### src/rtl/seq_shifter_pkg.sv
// Shared types for the sequential shifter: op encodings, FSM states, widths.
package seq_shifter_pkg;

  localparam int unsigned WIDTH = 16;
  localparam int unsigned AMT_W = 4;

  typedef enum logic [1:0] {
    OP_NONE = 2'b00,
    OP_LSL  = 2'b01,
    OP_LSR  = 2'b10,
    OP_ASR  = 2'b11
  } op_e;

  typedef enum logic [1:0] {
    IDLE  = 2'b00,
    SHIFT = 2'b01,
    DONE  = 2'b10
  } state_e;

endpackage

### src/rtl/seq_shifter_shifter.sv
// Combinational single-bit shift step; op NONE passes the operand through.
module shifter
  import seq_shifter_pkg::*;
(
  input  logic [WIDTH-1:0] in,
  input  logic [1:0]       shift,
  output logic [WIDTH-1:0] sout
);

  always_comb begin
    sout = in;
    case (op_e'(shift))
      OP_LSL:  sout = {in[WIDTH-2:0], 1'b0};
      OP_LSR:  sout = {1'b0, in[WIDTH-1:1]};
      OP_ASR:  sout = {in[WIDTH-1], in[WIDTH-1:1]};
      default: sout = in;
    endcase
  end

endmodule

### src/rtl/seq_shifter.sv
// Multi-cycle shifter applying one bit step per clock; the abort input exists
// only when SEQ_SHIFTER_ABORT_EN is defined.
module seq_shifter
  import seq_shifter_pkg::*;
(
  input  logic             clk,
  input  logic             reset,
  input  logic             start,
  input  logic [WIDTH-1:0] in,
  input  logic [1:0]       op,
  input  logic [AMT_W-1:0] amt,
`ifdef SEQ_SHIFTER_ABORT_EN
  input  logic             abort,
`endif
  output logic [WIDTH-1:0] sout,
  output logic             busy,
  output logic             done
);

  state_e           state_q, state_d;
  logic [WIDTH-1:0] sout_q, sout_d;
  logic [AMT_W-1:0] cnt_q, cnt_d;
  op_e              op_q, op_d;
  logic             busy_q, done_q;
  logic [WIDTH-1:0] step_w;

  shifter u_step (
    .in    (sout_q),
    .shift (op_q),
    .sout  (step_w)
  );

  always_comb begin
    state_d = state_q;
    sout_d  = sout_q;
    cnt_d   = cnt_q;
    op_d    = op_q;
    case (state_q)
      IDLE: begin
        if (start) begin
          sout_d  = in;
          op_d    = op_e'(op);
          cnt_d   = amt;
          state_d = ((amt == '0) || (op_e'(op) == OP_NONE)) ? DONE : SHIFT;
        end
      end
      SHIFT: begin
`ifdef SEQ_SHIFTER_ABORT_EN
        // Abort leaves the partially shifted value in place.
        if (abort) begin
          state_d = IDLE;
        end else
`endif
        begin
          sout_d = step_w;
          cnt_d  = cnt_q - AMT_W'(1);
          if (cnt_q == AMT_W'(1)) state_d = DONE;
        end
      end
      DONE:    state_d = IDLE;
      default: state_d = IDLE;
    endcase
  end

  // Status flags are registered from the next state so they align with state_q.
  always_ff @(posedge clk) begin
    if (reset) begin
      state_q <= IDLE;
      sout_q  <= '0;
      cnt_q   <= '0;
      op_q    <= OP_NONE;
      busy_q  <= 1'b0;
      done_q  <= 1'b0;
    end else begin
      state_q <= state_d;
      sout_q  <= sout_d;
      cnt_q   <= cnt_d;
      op_q    <= op_d;
      busy_q  <= (state_d != IDLE);
      done_q  <= (state_d == DONE);
    end
  end

  assign sout = sout_q;
  assign busy = busy_q;
  assign done = done_q;

endmodule

### config.mk
export PLATFORM = sky130hd
export DESIGN_NAME = seq_shifter
export DESIGN_NICKNAME = d
export VERILOG_FILES = /design/src/rtl/seq_shifter_pkg.sv /design/src/rtl/seq_shifter_shifter.sv /design/src/rtl/seq_shifter.sv
export SDC_FILE = /design/constraint.sdc
export NUM_CORES = 1
export LEC_CHECK = 0
export ABC_CLOCK_PERIOD_IN_PS = 1300
export BUFFER_PORTS_ARGS = -buffer_cell sky130_fd_sc_hd__buf_2
export CAP_MARGIN = 25
export CORE_UTILIZATION = 32
export CTS_BUF_LIST = sky130_fd_sc_hd__clkbuf_4
export CTS_CLUSTER_DIAMETER = 60
export CTS_CLUSTER_SIZE = 30
export DETAILED_ROUTE_END_ITERATION = 6
export PLACE_DENSITY = 0.61
export SLEW_MARGIN = 0
export SYNTH_ARGS = -nofsm -noshare
export SYNTH_HDL_FRONTEND = slang
export SYNTH_HIERARCHICAL = 1
export SYNTH_SLANG_ARGS = --single-unit
### constraint.sdc
create_clock -name clk -period 1.3 [get_ports clk]
set_clock_uncertainty 0.1 [all_clocks]
set_input_delay 0.065 -clock clk [delete_from_list [all_inputs] [get_ports clk]]
set_output_delay 0.065 -clock clk [all_outputs]
set_load 0.05 [all_outputs]
==> flow_summary.json <==
{
  "worstMarginPinSlew_ns": 0.278,
  "placed_cells": 290,
  "fmax_ghz": 0.798,
  "clk_pin_slew_worst_paths_ns": 0.14,
  "status": "complete, no violations",
  "synth_mux_area_frac": 0.195,
  "rsz0062_at_grt": "yes",
  "grt_pass1_wl_um": 6400,
  "finalSetupViolCount": 0,
  "track_usage": 0.155,
  "diodes": 0,
  "power_density_nw_per_um2": 1200,
  "via_count": 1548,
  "cp_max_fo": 16,
  "yosysTopAreaCell": "dfxtp_1",
  "drv_slew": 0,
  "critical_path_class": "in2reg",
  "grt_overflow_total": 0,
  "drt_iter0_markers": 81,
  "ant_nets": 0,
  "power.switching_w": 0.00102,
  "vias_per_cell": 4.85,
  "syn-num-nets": 209,
  "final.period_utilization": 0.963,
  "ys_seq_area_frac": 0.326,
  "seq_power_share": 0.377,
  "synthCells": 182,
  "required_ns": 1.43,
  "cts_htree_levels": 1,
  "core_area_sq_um": 4750,
  "ios": 43,
  "root_buffer": "clkbuf_4",
  "grt_pass1_vias": 1402,
  "die_h_um": 72.6,
  "die_area_sq_um": 5270,
  "worstSkewPairLatency_ns": 0.33,
  "gp_congestion": 0.805,
  "hold_viol": 0,
  "slew_headroom": 0.813,
  "wl_per_cell_um": 12.7,
  "synth_top_area_frac": 0.326,
  "nNetsFinal": 280,
  "clock_sinks": 26,
  "synth_edf_count": 0,
  "hold_path_class": "in2reg",
  "die_w_um": 72.6,
  "synth_compound_area_frac": 0.235,
  "cts_buffers": 3,
  "yosys_warnings": 6,
  "netlist_area_sq_um": 1600,
  "drv_cap": 0,
  "holdWs_ns": 0.0785,
  "synth_cell_type_count": 38,
  "route.detailed.drc": 0,
  "first_pass_iters": 4,
  "synth_simple_gate_area_share": 0.127,
  "grt_max_degree": 33,
  "p_comb_frac": 0.412,
  "placementRows": 25,
  "irDropWorstVdd_v": 0.000561,
  "hpwl_um": 2580,
  "ys_ff_latch": 26,
  "synth_fa_ha_area_frac": 0.0157,
  "initial_core_util": 0.336,
  "min_path_cells": 4,
  "crit_arrival_ns": 1.38,
  "synthXorXnorAreaFrac": 0,
  "p_clk_frac": 0.210,
  "period_minus_slack_ns": 1.25,
  "drive_gt1_frac": 0.329,
  "p_int_w": 0.00171,
  "p_leak_nw": 1.01,
  "startpoint_type": "primary input",
  "synthFlopType": "dfxtp_1",
  "syn_avg_cell_area_sq_um": 8.77,
  "synth_top_family_by_area": "compound AO/OA/AOI/OAI gates",
  "area_growth_pct": 42.6,
  "reg2reg_depth": 4,
  "tns_ns": 0,
  "end_kind": "flip-flop",
  "synth_async_sr_flop_share": 0,
  "antenna_found_initial": 0,
  "cts_max_path_buffers": 2,
  "synthTopCellsByArea": "dfxtp_1 (33%), mux2i_1 (19%), a21oi_1 (6.6%), o21ai_0 (5.3%), nand2_1 (5.2%)",
  "fin_cells": 319,
  "switching_share": 0.374,
  "wl_um": 4050,
  "io_buffer_count": 42,
  "cts_tree": "done"
}
==> cell usage after synthesis, drive strengths merged, types with 2 or more instances <==
| cell type | n |
|---|---|
| mux2i | 30 |
| ha | 2 |
| nand2b | 2 |
| a21oi | 21 |
| buf | 11 |
| o21ai | 31 |
| nor2 | 6 |
| clkbuf | 4 |
| a2bb2oi | 2 |
| nand2 | 22 |
| dfxtp | 26 |
| a22o | 2 |
| o22ai | 2 |
| inv | 4 |
==> worst max-delay path: stages <==
cell,delay (ns)
dlygate4sd3_1,0.53
clkbuf_4,0.18
o21ba_4,0.24
buf_12,0.15
o21ai_0,0.15
a21oi_1,0.06
==> layer usage <==
metal	global-route usage	share of wire	vias up
met4	0.0327	0.0044	0
met3	0.0331	0.049	2
met1	0.213	0.49	698
li1	-	-	803
met5	0	0	-
met2	0.249	0.45	45
==> stage by stage <==
step	area, sq um	worst slack (ns)	power [W]	utilization
4_1_cts	2160	0.00535	0.00266	0.454
6_report	2270	0.0475	0.00273	0.478
5_1_grt	2270	-0.0273	0.00292	0.478
3_3_place_gp	1880	-0.00793	0.00200	0.395
2_1_floorplan	1600	-0.00117	0.00180	-
3_5_place_dp	1880	-0.0351	0.00200	0.395
==> final cells by class <==
cell class	count	area [sq um]
clock buffer	3	22.5
clock inverter	1	30.0
fill	466	2480
inverter	4	15.0
multi-input combinational	138	953
sequential	26	538
tap	67	83.8
timing repair buffer	80	632
==> power by group through the flow <==
stage / Combinational, W / Clock [W] / Sequential (W)
floorplan: 0.000533 / 0 / 0.00127
global placement: 0.000963 / 0 / 0.00103
detailed placement: 0.000968 / 0 / 0.00104
CTS: 0.00103 / 0.000602 / 0.00103
global route: 0.00122 / 0.000653 / 0.00105
finish: 0.00112 / 0.000573 / 0.00103
==> flip-flops by register name, indices dropped and copies added, names as in the netlist <==
register	count
busy	1
op_q	2
state_q	2
done	1
sout	16
cnt_q	4
==> layout by cell type, fill, tap and decap left out, drive strengths merged <==
master	count
a21oi	21
a22o	2
a22oi	1
a2bb2oi	2
a32o	1
and2	1
buf	49
bufinv	1
clkbuf	13
dfxtp	26
dlygate4sd3	21
ha	2
inv	4
mux2	1
mux2i	30
nand2	22
nand2b	3
nand3	1
nand3b	1
nand4bb	1
nor2	6
nor3	1
nor3b	1
nor4	1
nor4b	1
o21a	1
o21ai	31
o21ba	1
o221a	1
o22ai	2
o311a	1
o32a	1
or3b	1
==> path summary, 6_finish.rpt <==
| path | start | to | slack [ns] |
|---|---|---|---|
| setup reg to reg | state_q[0]$_SDFF_PP0_ | cnt_q[3]$_SDFFE_PP0P_ | 0.05 |
| hold / removal | amt[1] | done$_SDFF_PP0_ | 0.08 |
| hold reg to reg | op_q[0]$_SDFFE_PP0P_ | op_q[0]$_SDFFE_PP0P_ | 0.43 |
| setup / recovery | start | sout[7]$_SDFFE_PP0P_ | 0.05 |
==> cells by family after synthesis <==
logic type,after synthesis
AOI/OAI and AO/OA,65
and+or+nand+nor,39
muxes,31
DFF,26
buffers and inverters,19
adders and majority gates,2
==> what timing repair did <==
| item | in CTS | in global routing |
|---|---|---|
| setup endpoints to repair | 18 | 31 |
| buffers inserted | 0 | 2 |
| cloned | 1 | 1 |
| hold buffers | 21 | 0 |
| resized for setup | 6 | 27 |
| hold endpoints to repair | 20 | 0 |
| pin swaps | 0 | 4 |
No activity file was read; power rests on OpenSTA's default activity.
